**config.mk**
```make
export PLATFORM = sky130hd
export DESIGN_NAME = seg7_scan_driver_flat
export DESIGN_NICKNAME = d
export VERILOG_FILES = /design/src/rtl/seg7_pkg.sv /design/src/rtl/seg7_scan_driver_if.sv /design/src/rtl/seg7_hex_decoder.sv /design/src/rtl/seg7_scan_driver.sv /design/src/flat_wrapper.sv
export SDC_FILE = /design/constraint.sdc
export NUM_CORES = 1
export LEC_CHECK = 0
export BUFFER_PORTS_ARGS = -buffer_cell sky130_fd_sc_hd__buf_4
export CELL_PAD_IN_SITES_DETAIL_PLACEMENT = 0
export CELL_PAD_IN_SITES_GLOBAL_PLACEMENT = 1
export CORE_MARGIN = 1
export CORE_UTILIZATION = 35
export CTS_CLUSTER_SIZE = 8
export DETAILED_ROUTE_END_ITERATION = 10
export HOLD_SLACK_MARGIN = 0.05
export PLACE_DENSITY_LB_ADDON = 0.1
export SETUP_SLACK_MARGIN = 0.5
export SLEW_MARGIN = 0
export SYNTH_ARGS = -nofsm -noshare
export SYNTH_HDL_FRONTEND = slang
export SYNTH_HIERARCHICAL = 1
export SYNTH_SLANG_ARGS = --single-unit
```
**constraint.sdc**
```tcl
create_clock -name i_clk -period 3.1 [get_ports i_clk]
set_clock_uncertainty 0.1 [all_clocks]
set_input_delay 0.465 -clock i_clk [delete_from_list [all_inputs] [get_ports i_clk]]
set_output_delay 0.465 -clock i_clk [all_outputs]
set_load 0.1 [all_outputs]
```
**src/rtl/seg7_pkg.sv**
```systemverilog
// Shared types, segment table and polarity helper for the 7-segment scan driver.
package seg7_pkg;

    typedef enum logic [0:0] {StBlank, StDrive} state_e;

    // Hex-to-segment table, active-high, bit order {g,f,e,d,c,b,a}.
    localparam logic [6:0] SegTable [16] = '{
        7'h3F, 7'h06, 7'h5B, 7'h4F, 7'h66, 7'h6D, 7'h7D, 7'h07,
        7'h7F, 7'h6F, 7'h77, 7'h7C, 7'h39, 7'h5E, 7'h79, 7'h71
    };

    function automatic logic [6:0] apply_polarity(input logic [6:0] val, input bit active_low);
        return active_low ? ~val : val;
    endfunction

endpackage

```
**src/rtl/seg7_scan_driver_if.sv**
```systemverilog
// Bundle of scan-tick input, display data and multiplexed display outputs.
interface seg7_scan_driver_if #(
    parameter int unsigned NUM_DIGITS = 4
);

    logic                      i_delayClock;
    logic [4*NUM_DIGITS-1:0]   i_digits;
    logic [NUM_DIGITS-1:0]     i_dp;
    logic [NUM_DIGITS-1:0]     i_enable;
    logic [NUM_DIGITS-1:0]     o_anode;
    logic [6:0]                o_seg;
    logic                      o_dp;
    logic                      o_frame;

    // Source side: supplies the tick and display data, observes the display pins.
    modport master (
        output i_delayClock, i_digits, i_dp, i_enable,
        input  o_anode, o_seg, o_dp, o_frame
    );

    // Scanner side.
    modport slave (
        input  i_delayClock, i_digits, i_dp, i_enable,
        output o_anode, o_seg, o_dp, o_frame
    );

endinterface

```
**src/rtl/seg7_hex_decoder.sv**
```systemverilog
// Combinational hex nibble to 7-segment pattern with selectable output polarity.
module seg7_hex_decoder
    import seg7_pkg::*;
#(
    parameter bit ACTIVE_LOW = 1'b1
) (
    input  logic [3:0] i_nibble,
    output logic [6:0] o_seg
);

    assign o_seg = apply_polarity(SegTable[i_nibble], ACTIVE_LOW);

endmodule

```
**src/rtl/seg7_scan_driver.sv**
```systemverilog
// Time-multiplexed 7-segment scanner: one digit per scan tick, optional blanking slots,
// display data latched once per frame.
module seg7_scan_driver
    import seg7_pkg::*;
#(
    parameter int unsigned NUM_DIGITS  = 4,
    parameter int unsigned BLANK_TICKS = 1,
    parameter bit          ACTIVE_LOW  = 1'b1
) (
    input  logic               i_clk,
    input  logic               i_rst,
    seg7_scan_driver_if.slave  bus
);

    localparam int unsigned IdxW = (NUM_DIGITS > 1) ? $clog2(NUM_DIGITS) : 1;
    localparam int unsigned CntW = (BLANK_TICKS > 1) ? $clog2(BLANK_TICKS) : 1;

    localparam logic [IdxW-1:0]       IdxLast  = IdxW'(NUM_DIGITS - 1);
    localparam logic [CntW-1:0]       CntLast  = (BLANK_TICKS == 0) ? '0 : CntW'(BLANK_TICKS - 1);
    localparam logic [NUM_DIGITS-1:0] AnodeOff = ACTIVE_LOW ? '1 : '0;
    localparam logic [6:0]            SegOff   = ACTIVE_LOW ? 7'h7F : 7'h00;
    localparam logic                  DpOff    = ACTIVE_LOW;

    logic                      d1_q;
    logic                      tick;
    state_e                    state_q, state_d;
    logic [IdxW-1:0]           idx_q, idx_d;
    logic [CntW-1:0]           cnt_q, cnt_d;
    logic [4*NUM_DIGITS-1:0]   sh_dig_q, sh_dig_d;
    logic [NUM_DIGITS-1:0]     sh_dp_q, sh_dp_d;
    logic [NUM_DIGITS-1:0]     anode_q, anode_d;
    logic [6:0]                seg_q, seg_d;
    logic                      dp_q, dp_d;
    logic                      frame_q, frame_d;
    logic                      wrap;
    logic                      latch;
    logic [3:0]                nibble;
    logic [6:0]                seg_dec;
    logic [NUM_DIGITS-1:0]     anode_on;

    // The divided clock is treated purely as data; a rising edge is one scan tick.
    assign tick = bus.i_delayClock & ~d1_q;

    always_ff @(posedge i_clk or posedge i_rst) begin
        if (i_rst) begin
            d1_q     <= 1'b0;
            state_q  <= StBlank;
            idx_q    <= '0;
            cnt_q    <= '0;
            sh_dig_q <= '0;
            sh_dp_q  <= '0;
            anode_q  <= AnodeOff;
            seg_q    <= SegOff;
            dp_q     <= DpOff;
            frame_q  <= 1'b0;
        end else begin
            d1_q     <= bus.i_delayClock;
            state_q  <= state_d;
            idx_q    <= idx_d;
            cnt_q    <= cnt_d;
            sh_dig_q <= sh_dig_d;
            sh_dp_q  <= sh_dp_d;
            anode_q  <= anode_d;
            seg_q    <= seg_d;
            dp_q     <= dp_d;
            frame_q  <= frame_d;
        end
    end

    always_comb begin
        state_d = state_q;
        idx_d   = idx_q;
        cnt_d   = cnt_q;
        wrap    = 1'b0;
        if (tick) begin
            unique case (state_q)
                StBlank: begin
                    if (BLANK_TICKS == 0 || cnt_q == CntLast) begin
                        state_d = StDrive;
                        cnt_d   = '0;
                    end else begin
                        cnt_d = cnt_q + 1'b1;
                    end
                end
                StDrive: begin
                    wrap    = (idx_q == IdxLast);
                    idx_d   = wrap ? '0 : idx_q + 1'b1;
                    state_d = (BLANK_TICKS == 0) ? StDrive : StBlank;
                end
                default: ;
            endcase
        end
    end

    // Latch new display data only when digit 0 is about to be shown, so a frame never tears.
    assign latch    = tick && (state_d == StDrive) && (idx_d == '0);
    assign sh_dig_d = latch ? bus.i_digits : sh_dig_q;
    assign sh_dp_d  = latch ? bus.i_dp : sh_dp_q;
    assign nibble   = sh_dig_d[{idx_d, 2'b00} +: 4];

    seg7_hex_decoder #(
        .ACTIVE_LOW (ACTIVE_LOW)
    ) u_dec (
        .i_nibble (nibble),
        .o_seg    (seg_dec)
    );

    always_comb begin
        anode_d  = anode_q;
        seg_d    = seg_q;
        dp_d     = dp_q;
        frame_d  = tick & wrap;
        anode_on = '0;
        if (tick) begin
            if (state_d == StDrive) begin
                // A masked digit keeps its slot and segment data, only the anode stays dark.
                anode_on[idx_d] = bus.i_enable[idx_d];
                anode_d         = ACTIVE_LOW ? ~anode_on : anode_on;
                seg_d           = seg_dec;
                dp_d            = sh_dp_d[idx_d] ^ ACTIVE_LOW;
            end else begin
                anode_d = AnodeOff;
                seg_d   = SegOff;
                dp_d    = DpOff;
            end
        end
    end

    assign bus.o_anode = anode_q;
    assign bus.o_seg   = seg_q;
    assign bus.o_dp    = dp_q;
    assign bus.o_frame = frame_q;

endmodule

```
**src/flat_wrapper.sv**
```systemverilog
// flat-port wrapper written by rule: the top's interface ports become plain ports
module seg7_scan_driver_flat import seg7_pkg::*;
#(
    parameter int unsigned NUM_DIGITS  = 4,
    parameter int unsigned BLANK_TICKS = 1,
    parameter bit          ACTIVE_LOW  = 1'b1
)
  (i_clk, i_rst, bus_i_delayClock, bus_i_digits, bus_i_dp, bus_i_enable, bus_o_anode, bus_o_seg, bus_o_dp, bus_o_frame);
  seg7_scan_driver_if #(.NUM_DIGITS(NUM_DIGITS)) bus_i ();
  input  logic i_clk;
  input  logic i_rst;
  input wire logic [$bits(bus_i.i_delayClock)-1:0] bus_i_delayClock;
  input wire logic [$bits(bus_i.i_digits)-1:0] bus_i_digits;
  input wire logic [$bits(bus_i.i_dp)-1:0] bus_i_dp;
  input wire logic [$bits(bus_i.i_enable)-1:0] bus_i_enable;
  output wire logic [$bits(bus_i.o_anode)-1:0] bus_o_anode;
  output wire logic [$bits(bus_i.o_seg)-1:0] bus_o_seg;
  output wire logic [$bits(bus_i.o_dp)-1:0] bus_o_dp;
  output wire logic [$bits(bus_i.o_frame)-1:0] bus_o_frame;
  assign bus_i.i_delayClock = bus_i_delayClock;
  assign bus_i.i_digits = bus_i_digits;
  assign bus_i.i_dp = bus_i_dp;
  assign bus_i.i_enable = bus_i_enable;
  assign bus_o_anode = bus_i.o_anode;
  assign bus_o_seg = bus_i.o_seg;
  assign bus_o_dp = bus_i.o_dp;
  assign bus_o_frame = bus_i.o_frame;
  seg7_scan_driver #(.NUM_DIGITS(NUM_DIGITS), .BLANK_TICKS(BLANK_TICKS), .ACTIVE_LOW(ACTIVE_LOW)) u_core (.i_clk(i_clk), .i_rst(i_rst), .bus(bus_i));
endmodule
```
* Word-level counts from Yosys, hierarchy flattened
Memory sizes are Yosys's and may differ from the RTL's.
Cells that the tools add are included.
** Cells by class
- Add/subtract/negate cells :: 2
- Multipliers :: 0
- Div/mod/pow operators :: 0
- Order comparisons :: 3
- Equality and inequality tests :: 1
- Shift operators :: 1
- Multiplexer cells :: 22
- Bitwise logic cells :: 9
- Reduce and logical (&&, ||, !) cells :: 5
** Operator list (count)
- $mux W7 :: 3
- $mux W16 :: 1
- $shiftx A16 B5 Y4 :: 1
- $mux W1 :: 9
- $mux W4 :: 2
- $not A7 Y7 :: 1
- $mux W2 :: 3
- $ge A5 B5 Y1 const B :: 1
- $not A4 Y5 :: 1
- $and A4 B4 Y4 :: 1
- $bmux W1 S2 :: 2
- $not A4 Y4 :: 1
- $logic_and A1 B1 Y1 :: 3
- $lt A2 B3 Y1 const B :: 1
- $not A1 Y1 :: 3
- $add A2 B1 Y2 const B :: 1
- $and A1 B1 Y1 :: 2
- $demux W1 S2 :: 1
- $eq A2 B2 Y1 const B :: 1
- $ge A2 B1 Y1 const B :: 1
- $logic_not A2 Y1 :: 1
- $pmux W1 S2 :: 1
- $reduce_and A2 Y1 :: 1
- $add A1 B1 Y1 const B :: 1
** Word-level totals
- Register bits :: 38
- Bits in latches :: 0
- RAM bits :: 0
- Memory bits (read-only) :: 112
- Bits of input ports :: 27
- Output and inout port bits :: 13
- Logic and storage cells :: 54
- Memories kept :: 1
** Memories
- (no name shown) :: words 16, bits a word 7, read ports 1, clocked after memory_dff 0, wr ports 0, line seg7_hex_decoder.sv:11 : assign o_seg = apply_polarity(SegTable[i_nibble], ACTIVE_LOW);

* Logic depth before layout (Yosys ltp)
Gate-level depths: netlist of run 1.
- Word-level depth :: 14
- Depth in mapped cells :: 15
- Gate-level depth less buffers :: 13

* By module
The synthesis of run 1 kept the hierarchy.
** By module, submodules not included
- seg7_scan_driver :: instances 1, cells an instance 144, area an instance 1885.6 um^2
- seg7_hex_decoder :: instances 1, cells an instance 30, area an instance 265.3 um^2

* Worst setup path before layout of run 1
No wires, ideal clock.
- Path kind :: input to register
- Start point :: in bus_i_delayClock
- End point :: reg u_core.seg_q[3] (netlist: u_core/bus.o_seg[3])
- Setup time :: 0.079 ns
- Arrival :: 3.052 ns
- Setup slack :: -0.131 ns
- Cell stages on the path :: 14
- Path buffers :: 2
- Path through :: nand2b_1 > inv_1 > clkbuf_1 > ha_1 > clkbuf_1 > mux2_2 > mux2i_1 > mux2i_1 > inv_1 > ha_1 > inv_1 > mux4_1 > o21ai_0 > nand2_1
** On the way
- Word-level cells in the longest chain between the ends :: 12
- Elaborated cells between the ends (all ways) :: 14
** RTL lines
- from (decl) :: line flat_wrapper.sv:12 : input wire logic [$bits(bus_i.i_delayClock)-1:0] bus_i_delayClock;
- $and A1 B1 Y1 (*) :: line seg7_scan_driver.sv:42 : assign tick = bus.i_delayClock & ~d1_q;
- named net u_core.tick :: line seg7_scan_driver.sv:25 : logic tick;
- $mux W2 / $mux W1 (equally long branches) :: line seg7_scan_driver.sv:75 : if (tick) begin
- $logic_not A2 Y1 / $logic_and A1 B1 Y1 (equally long branches) :: line seg7_scan_driver.sv:96 : assign latch = tick && (state_d == StDrive) && (idx_d == '0);
- $logic_and A1 B1 Y1 :: line seg7_scan_driver.sv:96
- $mux W16 :: line seg7_scan_driver.sv:97 : assign sh_dig_d = latch ? bus.i_digits : sh_dig_q;
- $shiftx A16 B5 Y4 (*) :: line seg7_scan_driver.sv:99 : assign nibble = sh_dig_d[{idx_d, 2'b00} +: 4];
- named net u_core.nibble[0] :: line seg7_scan_driver.sv:37 : logic [3:0] nibble;
- $not A4 Y5 (implied by the code) (*) :: line seg7_hex_decoder.sv:11
- $mem_v2 Z16 W7 (*)
- $mux W7 (implied by the code) (*) (2 in series) :: line seg7_hex_decoder.sv:11
- $not A7 Y7 (*) :: line seg7_pkg.sv:13 : return active_low ? ~val : val;
- named net u_core.seg_dec[3] :: line seg7_scan_driver.sv:38 : logic [6:0] seg_dec;
- $mux W7 (*) :: line seg7_scan_driver.sv:115 : if (state_d == StDrive) begin
- to (signal assigned) :: line seg7_scan_driver.sv:53 : seg_q <= SegOff;
- to (signal assigned) :: line seg7_scan_driver.sv:64 : seg_q <= seg_d;
- to (decl) :: line seg7_scan_driver.sv:32 : logic [6:0] seg_q, seg_d;
Mark *: on every way through the listed nets, which the timed path passes. The rest lies on a longest branch. The select of a mux whose other input is x is not followed.
A chain may end at the register's enable or synchronous reset.

* Worst setup path after layout of run 1
- Start point :: reg u_core.d1_q
- End point :: reg u_core.seg_q[3] (netlist: u_core/bus.o_seg[3])
** On the way
- Word-level cells in the longest chain between the ends :: 13
- Elaborated cells between the ends (all ways) :: 15
** RTL lines
- from (decl) :: line seg7_scan_driver.sv:24 : logic d1_q;
- from (signal assigned) :: line seg7_scan_driver.sv:57 : d1_q <= bus.i_delayClock;
- $not A1 Y1 (*) :: line seg7_scan_driver.sv:42
- $and A1 B1 Y1 (*) :: line seg7_scan_driver.sv:42
- $mux W2 / $mux W1 (equally long branches) :: line seg7_scan_driver.sv:75
- $logic_not A2 Y1 / $logic_and A1 B1 Y1 (equally long branches) :: line seg7_scan_driver.sv:96
- $logic_and A1 B1 Y1 :: line seg7_scan_driver.sv:96
- $mux W16 :: line seg7_scan_driver.sv:97
- $shiftx A16 B5 Y4 (*) :: line seg7_scan_driver.sv:99
- named net u_core.nibble[0] :: line seg7_scan_driver.sv:37
- $not A4 Y5 (implied by the code) (*) :: line seg7_hex_decoder.sv:11
- $mem_v2 Z16 W7 (*)
- $mux W7 (implied by the code) (*) (2 in series) :: line seg7_hex_decoder.sv:11
- $not A7 Y7 (*) :: line seg7_pkg.sv:13
- named net u_core.seg_dec[3] :: line seg7_scan_driver.sv:38
- $mux W7 (*) :: line seg7_scan_driver.sv:115
Marked as above.

==> results of run 1 <==
==> metal layers <==
layer	share of wire	vias up	wire length, µm
met2	0.47	38	2117
li1	-	737	-
met1	0.47	704	2110
met4	0.0082	0	37
met3	0.050	4	226
met5	0	-	0
==> synthesized netlist by cell type (all sizes together) <==
| cell type | n |
|---|---|
| mux2 | 26 |
| dfrtp | 25 |
| mux2i | 21 |
| nand2 | 17 |
| dfstp | 12 |
| o21ai | 11 |
| nor2 | 9 |
| ha | 8 |
| inv | 8 |
| buf | 6 |
| nand2b | 5 |
| clkbuf | 4 |
| a22o | 2 |
| a31oi | 2 |
| nand3b | 2 |
| a21o | 1 |
| a21oi | 1 |
| a32o | 1 |
| a41oi | 1 |
| and2 | 1 |
| and3 | 1 |
| mux4 | 1 |
| nand3 | 1 |
| nor2b | 1 |
| nor4b | 1 |
| o21ba | 1 |
| o22ai | 1 |
| o2bb2ai | 1 |
| o31ai | 1 |
| o32a | 1 |
| or3b | 1 |
==> flip-flops by register name (all words and copies together) (netlist names) <==
signal	cells
u_core/bus.o_anode	4
u_core/state_q	1
u_core/sh_dig_q	16
u_core/bus.o_frame	1
u_core/idx_q	2
u_core/bus.o_dp	1
u_core/d1_q	1
u_core/sh_dp_q	4
u_core/bus.o_seg	7
==> how the worst max path moves through the flow <==
stage	depth (start not counted)	slack [ps]	to	startpoint
2_1_floorplan	14	370	u_core/bus.o_seg[3]	bus_i_delayClock
3_3_place_gp	11	140	u_core/bus.o_seg[3]	bus_i_delayClock
3_5_place_dp	13	80	u_core/bus.o_seg[3]	bus_i_delayClock
4_1_cts	11	460	u_core/bus.o_seg[3]	u_core/d1_q
5_1_grt	11	360	u_core/bus.o_seg[3]	u_core/d1_q
6_report	11	470	u_core/bus.o_seg[3]	u_core/d1_q
==> repair_timing <==
item / CTS / global route
gates resized for setup: 20 / 7
hold buffers: 0 / 0
pin swaps: 2 / 1
endpoints found under the setup margin: 7 / 7
buffers inserted: 9 / 7
==> layout make-up <==
type | count | area (µm²)
fill | 549 | 3022
multi-input combinational | 119 | 1224
sequential | 37 | 942.2
timing repair buffer | 63 | 498.0
tap | 75 | 93.84
clock buffer | 6 | 82.58
inverter | 8 | 45.04
clock inverter | 2 | 13.76
==> through the flow <==
step	utilization	setup slack, ps	hold WS [ps]
after floorplan	-	365.7	377.4
after global placement	0.4322	136.9	344.6
after detailed placement	0.4322	75.83	344.9
after CTS	0.4772	459.8	223.0
after global routing	0.4896	355.7	216.3
final	0.4896	471.4	228.8
==> cells by family after synthesis <==
| kind of cell | after synthesis | synth area share |
|---|---|---|
| AO/OA/AOI/OAI | 24 | 0.07388 |
| adder cells (fa/ha/maj) | 8 | 0.04654 |
| buffers and inverters | 18 | 0.05468 |
| flip-flops | 37 | 0.4375 |
| multiplexers | 48 | 0.2868 |
| AND/OR/NAND/NOR | 39 | 0.1006 |
==> worst register-to-register path: stages, from the launching register on <==
cell      delay, ps
dfrtp_1         400
nand3b_4        210
mux2i_4         220
buf_12          150
mux2i_4         190
mux2i_4         240
inv_2           110
ha_4            270
inv_1            40
mux4_2          460
o21ai_2         120
nand2_1          60
==> impl_results.md, run 1 <==
- Hold crit path type: in -> reg
- CTS Buf Count: 5
- Worst-Margin Slew: 1071 ps
- Slew Limit Fails: 0
- Residual DRC: 0
- Number of max-cap violations: 0
- CTS H-tree lvls: 2
- Sequential share of the synthesized area: 0.4375
- Met1 usage: 0.2013
- Cells after DPL: approximately 290
- Worst hold start: bus_i_delayClock
- Pin count of the biggest net entering global routing: 28
- Cells after synthesis: ~170
- Slew HR: 0.2851
- Endpoint class of the critical path: flop
- Crit path DAT: 2750 ps
- Mapped cell area: approximately 2200 µm²
- Met2 Usage GRT: 0.2322
- Hold Path Depth: 1
- Post-DRT Antenna Nets: 0
- Cell variety after synth: 40
- WL/cell: roughly 14 µm
- Largest stage delay, worst path: 460 ps
- Clk root buf: clkbuf_8
- DRT Wirelength: 4492 µm
- Syn avg cell area: about 12 µm²
- Reg2Reg Setup Slack: ~470 ps
- Die area: around 6500 µm²
- WS Path Type: reg -> reg
- Routed vias: 1,483
- Clk_lat worst skew: between 200 and 300 ps
- Diodes inserted: 0
- Crit path buffers/inverters: 3
- FF-to-FF End: u_core/bus.o_seg[3]
- Worst-path clk slew: roughly 80 ps
- Clk sink count: 37
- I/O Pins: 40
- Post-layout min period: ~2600 ps
- IO buf count: 39
- Core Region: 5921 µm²
- Post-synth top area cell: dfrtp_1
- Placed Area: approximately 2600 µm²
- Final hold vios: 0
- Post-DP HPWL: 3264 µm
- Initial antenna violation count: 0
- Fmax: 380.4 MHz
- Met3 usage: 0.04205
- CP cell instances: nand3b_4 -> mux2i_4 -> buf_12 -> mux2i_4 -> mux2i_4 -> inv_2 -> ha_4 -> inv_1 -> mux4_2 -> o21ai_2 -> nand2_1
- Die Span Y: between 80 and 90 µm
- Synthesized net count: 209
- First-pass GRT wire length: 7113 µm
- Share of the synthesized area in the top cell type: 0.2909
- Crit path max fanout: 5
- GRT Max-Usage Layer: met2
- Slowest-stage cell, CP: mux4_2
- DR pass1 iterations: 4
- RSZ-0062 raised after global routing: true
- Die W: about 80 µm
- R2R depth: 11
- Vias in the first global route: about 1.4k
- Layout area overhead: 34.79%
- Nets: approximately 270
- Final period util: 0.8479
- Worst Hold End: u_core/d1_q
- Most frequent CP cell: mux2i_4
- DR iter-0 viols: 33
- Commonest non-fill, non-tap cells in the layout: buf_4, dfrtp_1, mux2_4, nand2_1, mux2i_1
- TNS Setup: 0 ps
- Synth area leaders: dfrtp_1, dfstp_2, mux2_4, mux2i_1, ha_1
- CTS tree: built
- CP required: 3220 ps
- Via density per instance: between 4 and 5
- Max clock buf depth: 2
- Design area: just under 3000 µm²
- Yosys warning count: 6
- GRT overflow: 0
- Status: completed
- Startpoint Class: flop
- Setup-failing EPs final: 0
- CP delay by family, top: multiplexers
- Gpl congestion: roughly 0.79
- Seq cells post-synth: 37
- Row count: 28
- Starting Density: 0.3633
- Worst r2r src: u_core/d1_q
- GRT Total Usage: 0.1494
- Fraction of layout cells with a size suffix above 1: 0.5787
- Fin cells: between 300 and 400
- Most common cell after layout, fill and taps aside: buf_4
Power of run 1 is not shown: default switching activity piles up to over one toggle a cycle in this logic, so the estimate is an artifact.
==> run 2: changes to the inputs <==
--- a/config.mk
+++ b/config.mk
@@ -5,6 +5,7 @@
 export SDC_FILE = /design/constraint.sdc
 export NUM_CORES = 1
 export LEC_CHECK = 0
+export ABC_AREA = 1
 export BUFFER_PORTS_ARGS = -buffer_cell sky130_fd_sc_hd__buf_4
 export CELL_PAD_IN_SITES_DETAIL_PLACEMENT = 0
 export CELL_PAD_IN_SITES_GLOBAL_PLACEMENT = 1
==> constraint.sdc (replaced) <==
create_clock -name i_clk -period 2.3 [get_ports i_clk]
set_clock_uncertainty 0.1 [all_clocks]
set_input_delay 0.345 -clock i_clk [delete_from_list [all_inputs] [get_ports i_clk]]
set_output_delay 0.345 -clock i_clk [all_outputs]
set_load 0.1 [all_outputs]
==> impl_results.md, run 2 <==
- Status: finished with violations
- Failing checks: setup timing
- Final hold vios: 0
- Gpl congestion: approximately 0.8
- Die W: between 70 and 80 µm
- Finished Core Util: 0.5517
- Pwr dens: about 1700 nW/µm²
- Via density per instance: between 4 and 5
- Pin count of the biggest net entering global routing: 38
- Fmax: about 400 MHz
- Routed vias: around 1.8k
- Post-DRT Antenna Nets: 0
- Mapped cell area: 2007 µm²
- Async set-or-reset flop fraction in the synthesized netlist: 1.000
- Share of the synthesized area in the top cell type: 0.3117
- Commonest non-fill, non-tap cells in the layout: buf_4, nand2_1, nand2_2, inv_1, dfrtp_1
- Number of max-cap violations: 0
- Worst-Margin Slew: approximately 470 ps
- First-pass GRT wire length: 7866 µm
- Final period util: 1.095
- Seq cells post-synth: 37
- Setup crit start: u_core/idx_q[1]
- Worst-path clk slew: around 70 ps
- CP required: between 2000 and 2500 ps
- Startpoint Class: flop
- WS Path Type: reg -> reg
- Reg power frac: 0.215
- Layout area overhead: 51.37%
- Slew HR: 0.6835
- Post-synth top area cell: dfrtp_1
- Die area: just over 6000 µm²
- Yosys warning count: 6
- Most common cell after layout, fill and taps aside: buf_4
- Nets: between 300 and 400
- Post-synth EDFFs: 0
- Fraction of layout cells with a size suffix above 1: 0.5149
- Synth area leaders: dfrtp_1, nand2_1, dfstp_2, inv_1, ha_1
- FF-to-FF End: u_core/bus.o_seg[0]
- Hold crit path type: in -> async
- Endpoint class of the critical path: flop
- Synth Area in Simple Gates: 0.3329
- Crit path DAT: ~2600 ps
- Largest register FFs: 16
- DRT Wirelength: roughly 4800 µm
- GRT Total Usage: 0.1681
- Synthesized-area fraction occupied by adder cells: 0.04988
- CTS H-tree lvls: 2
- DR pass1 iterations: 4
- Slew Limit Fails: 0
- Maximum VDD drop: roughly 0.95 mV
- I/O Pins: 40
- Initial antenna violation count: 0
- Vias in the first global route: between 1.5k and 2k
- Post-layout min period: ~2500 ps
- Clk sink count: 37
- Residual DRC: 0
- Most flops, register: u_core/sh_dig_q
- Sequential share of the synthesized area: 0.4688
- Sw Ratio: 0.4653
- Worst r2r src: u_core/idx_q[1]
- CTS tree: built
- Fillers: ~530
- Mux contribution to synthesized area: 0
- Cell variety after synth: 23
- RSZ-0062 raised after global routing: true
- Clk root buf: clkbuf_8
- Synthesized net count: ~290
- Most common cell in the synthesized netlist: nand2_1
- Syn avg cell area: 7.901 µm²
- Starting Density: 0.3645
- XOR/XNOR share of the synthesized area: 0
- Net Sw Power: between 2 and 2.5 mW
- Max clock buf depth: 2
- Core Region: approximately 5500 µm²
- Commonest cells post-synth: nand2_1, inv_1, dfrtp_1
- Post-DP HPWL: roughly 3400 µm
- CTS Buf Count: 5
- Lkg Pwr: ~1.5 nW
- Logic pwr share: 0.656
- Crit path max fanout: 6
- WL/cell: approximately 12 µm
- Post-Place Worst Slack: -318.7 ps
- Die Span Y: about 78 µm
- Cell Int Power: ~2.7 mW
- Final WS setup: -217.9 ps
- R2R depth: 17
- Diodes inserted: 0
- Crit path to: u_core/bus.o_seg[0]
- GRT overflow: 0
- Combinational family with the most area after synthesis: simple AND/OR/NAND/NOR gates
- Clock power frac: 0.129
- Row count: 27
- Setup-failing EPs final: 7
- Top FF cell, synth: dfrtp_1
- DR iter-0 viols: 52
- IO buf count: 39
- Cells after synthesis: roughly 250
- Compound-Gate Fraction of Synth Area: 0.05362
- Clk_lat worst skew: between 200 and 300 ps
- Reg2Reg Setup Slack: -220 ps
==> run 2: cell count changes after synthesis, moves of 13 or more <==
cell,delta
nand3_1,+14
mux2_4,-20
nor2_1,+13
nand2_1,+78
inv_1,+25
mux2i_1,-20
==> run 2: how the worst min path moves through the flow <==
stage                   startpoint             endpoint  slack [ps]
3_5_place_dp   u_core/sh_dig_q[13]  u_core/sh_dig_q[13]         360
4_1_cts                      i_rst   u_core/sh_dig_q[8]          80
3_3_place_gp   u_core/sh_dig_q[15]  u_core/sh_dig_q[15]         360
5_1_grt           bus_i_delayClock          u_core/d1_q          90
2_1_floorplan     bus_i_delayClock          u_core/d1_q         280
6_report                     i_rst    u_core/sh_dp_q[1]          80
==> run 2: critical path, stage by stage, from the launching register on <==
cell and delay (ps):
dfrtp_1 390, ha_1 290, inv_1 50, nand4_1 80
nand2_2 120, nand3_4 150, buf_8 180, nand2_2 60
nand2_2 60, nand2_1 50, nand4_1 170, buf_4 200
ha_4 170, inv_4 60, nand2_1 40, nand3_1 60
nand2_1 60, o22a_1 170
==> run 2: what timing repair did <==
action,4_1_cts,5_1_grt
setup endpoints to repair,12,19
gates cloned,2,0
resized for setup,23,48
hold buffers,0,0
setup buffers,4,11
pin swaps,20,23
==> run 2: final cells by class <==
cell class                      count  area (µm²)  share of cell area
Multi-Input combinational cell    176        1079              0.3550
Sequential cell                    37       940.9              0.3097
Timing Repair Buffer               80       653.1              0.2150
Inverter                           35       141.4             0.04654
Tap cell                           72       90.09             0.02965
Clock buffer                        5       68.82             0.02265
Clock inverter                      3       65.06             0.02142
==> run 2: through the flow <==
stage	power (mW)	area [µm²]	hold WS, ps	std cells	setup TNS, ps
after floorplan	3.120	2057	276.4	254	-1504
after global placement	3.878	2554	358.7	383	-1626
final	5.102	3038	76.51	408	-1217
after CTS	4.736	2816	81.10	397	-1279
after detailed placement	3.869	2554	362.9	383	-1832
after global routing	5.501	3038	94.94	408	-2888
==> run 2: power by group through the flow <==
stage,Combinational (mW),Sequential [mW],Clock [mW]
6_report,3.35,1.10,0.659
5_1_grt,3.67,1.12,0.708
4_1_cts,2.97,1.08,0.685
3_5_place_dp,2.78,1.09,0
3_3_place_gp,2.79,1.09,0
2_1_floorplan,1.37,1.75,0
==> run 2: cell families (layout without fill, tap and decap cells) <==
logic type                 after synthesis  in the layout
AOI/OAI and AO/OA                       13             13
adders and majority gates                8              8
buffers and inverters                   41            123
DFF                                     37             37
and+or+nand+nor                        155            155
==> run 2: per-layer routing <==
layer,GRT usage,part of all wire
met4,0.05660,0.011
met1,0.2340,0.49
met3,0.03765,0.036
met5,0,0
met2,0.2566,0.46
No activity file was read; power rests on OpenSTA's default activity.
==> run 3: changes to the inputs <==
==> constraint.sdc (replaced) <==
create_clock -name i_clk -period 2.3 [get_ports i_clk]
set_clock_uncertainty 0.1 [all_clocks]
set_input_delay 0.69 -clock i_clk [delete_from_list [all_inputs] [get_ports i_clk]]
set_output_delay 0.69 -clock i_clk [all_outputs]
set_load 0.1 [all_outputs]
==> impl_results.md, run 3 (synthesis gave the netlist of run 2 again) <==
- Post-DP HPWL: approximately 3500 µm
- Pwr dens: between 1500 and 2000 nW/µm²
- Placed Area: around 2700 µm²
- RSZ-0062 raised after global routing: true
- Post-DRT Antenna Nets: 0
- Maximum VDD drop: around 0.97 mV
- Slew Limit Fails: 0
- Final period util: 1.128
- WS Path Type: reg -> reg
- First-pass GRT wire length: 8528 µm
- Number of max-cap violations: 0
- Lkg Pwr: roughly 1.6 nW
- Status: finished with violations
- CTS tree: built
- Setup crit start: u_core/idx_q[0]
- Setup-failing EPs final: 7
- R2R depth: 18
- Cells after DPL: approximately 390
- Clk root buf: clkbuf_8
- DRT Wirelength: roughly 4900 µm
- Final WS setup: -295.2 ps
- Final hold vios: 0
- Fraction of layout cells with a size suffix above 1: 0.4804
- Largest register FFs: 16
- DR pass1 iterations: 4
- Initial antenna violation count: 0
- Most flops, register: u_core/sh_dig_q
- TNS Setup: -1887 ps
- Layout area overhead: 57.23%
- Max clock buf depth: 2
- Reg2Reg Setup Slack: -300 ps
- I/O Pins: 40
- Die Span Y: approximately 78 µm
- Worst-Margin Slew: ~470 ps
- Most common cell after layout, fill and taps aside: nand2_1
- Pin count of the biggest net entering global routing: 38
- GRT overflow: 0
- Crit path max fanout: 8
- Clk sink count: 37
- CTS Buf Count: 5
- Core Region: 5507 µm²
- Gpl congestion: 0.8016
- CTS H-tree lvls: 2
- Clk_lat worst skew: slightly below 300 ps
- Vias in the first global route: about 1.9k
- Die area: slightly above 6000 µm²
- FF-to-FF End: u_core/bus.o_seg[3]
- Hold crit path type: reg -> reg
- Crit path to: u_core/bus.o_seg[3]
- DR iter-0 viols: 28
- Starting Density: 0.3645
- GRT Total Usage: 0.1812
- Endpoint class of the critical path: flop
- Diodes inserted: 0
- Residual DRC: 0
- WL/cell: roughly 12 µm
- Routed vias: about 1.8k
- Worst r2r src: u_core/idx_q[0]
- Slew HR: 0.6840
- Failing checks: setup timing
- Post-layout min period: roughly 2600 ps
- Fin cells: 403
- Crit path DAT: roughly 2700 ps
- Nets: between 300 and 400
- Via density per instance: between 4 and 5
- IO buf count: 39
- Commonest non-fill, non-tap cells in the layout: nand2_1, buf_4, inv_1, dfrtp_1, nand2_2
- Fmax: 385.3 MHz
- Startpoint Class: flop
- Die W: 77.73 µm
- CP required: around 2400 ps
- Row count: 27
- Worst-path clk slew: about 80 ps
- Design area: between 3000 and 4000 µm²
[run 3: cell types whose count changed in the layout (fill, tap and decap cells not counted), moves of 3 or more]
cell     previous run  this run
nand2_2            33        17
buf_12              0        14
buf_4              69        57
nand2_4             0         9
nand2_1            64        70
buf_6               8         4
nand3_1             8        11
nand3_2             8         5
[run 3: critical path, stage by stage, from the launching register on]
cell     delay (ps)
dfrtp_1         380
ha_1            290
inv_1            60
nand4_1         100
nand2_2         100
nand3_4         100
buf_12          150
buf_12          140
nand2_4          60
nand2_4          50
nand2_2          50
nand4_1         170
buf_4           200
ha_4            180
inv_4            60
nand2_2          40
nand3_1          80
nand2_1          50
o22a_1          150
[run 3: cell type report]
| cell class | instances | area (µm²) |
|---|---|---|
| clock buffers | 7 | 86.33 |
| clock inverters | 1 | 30.03 |
| fillers | 526 | 2351 |
| inverters | 35 | 143.9 |
| multi-input cells | 176 | 1111 |
| flip-flops and latches | 37 | 940.9 |
| well taps | 72 | 90.09 |
| repair buffers | 75 | 753.2 |
[run 3: worst min-delay path by stage]
stage,end,slack (ps),depth (start not counted),from
2_1_floorplan,u_core/sh_dig_q[0],330,2,u_core/sh_dig_q[0]
3_3_place_gp,u_core/sh_dig_q[5],360,2,u_core/sh_dig_q[5]
3_5_place_dp,u_core/sh_dig_q[12],370,2,u_core/sh_dig_q[12]
4_1_cts,u_core/sh_dig_q[12],380,2,u_core/sh_dig_q[12]
5_1_grt,u_core/sh_dig_q[1],400,2,u_core/sh_dig_q[1]
6_report,u_core/sh_dig_q[5],380,2,u_core/sh_dig_q[5]
[run 3: repair_timing]
action	4_1_cts	5_1_grt
hold buffers	0	0
endpoints found under the setup margin	26	31
pin swaps	21	18
buffers inserted	5	1
resized for setup	56	40
[run 3: where the power goes]
part           switching [mW]  internal [mW]  leakage, nW
Combinational            2.05           1.46         1.06
Clock                   0.231          0.354       0.0585
Sequential              0.178          0.982        0.432
Total                    2.46           2.79         1.55
[run 3: per-stage QoR]
step / power (mW) / utilization / hold slack [ps] / worst slack, ps
floorplan: 3.128 / - / 333.9 / -357.6
global placement: 3.984 / 0.4817 / 364.4 / -495.7
detailed placement: 3.991 / 0.4817 / 366.6 / -526.8
CTS: 5.036 / 0.5476 / 376.6 / -314.5
global route: 5.653 / 0.5731 / 404.5 / -483.1
finish: 5.253 / 0.5731 / 375.8 / -295.2
[run 3: per-layer routing]
layer,vias up,track usage,share of wire
met1,850,0.2317,0.45
met5,-,0,0
met3,6,0.04471,0.048
met4,0,0.05094,0.012
li1,941,-,-
met2,35,0.3027,0.49
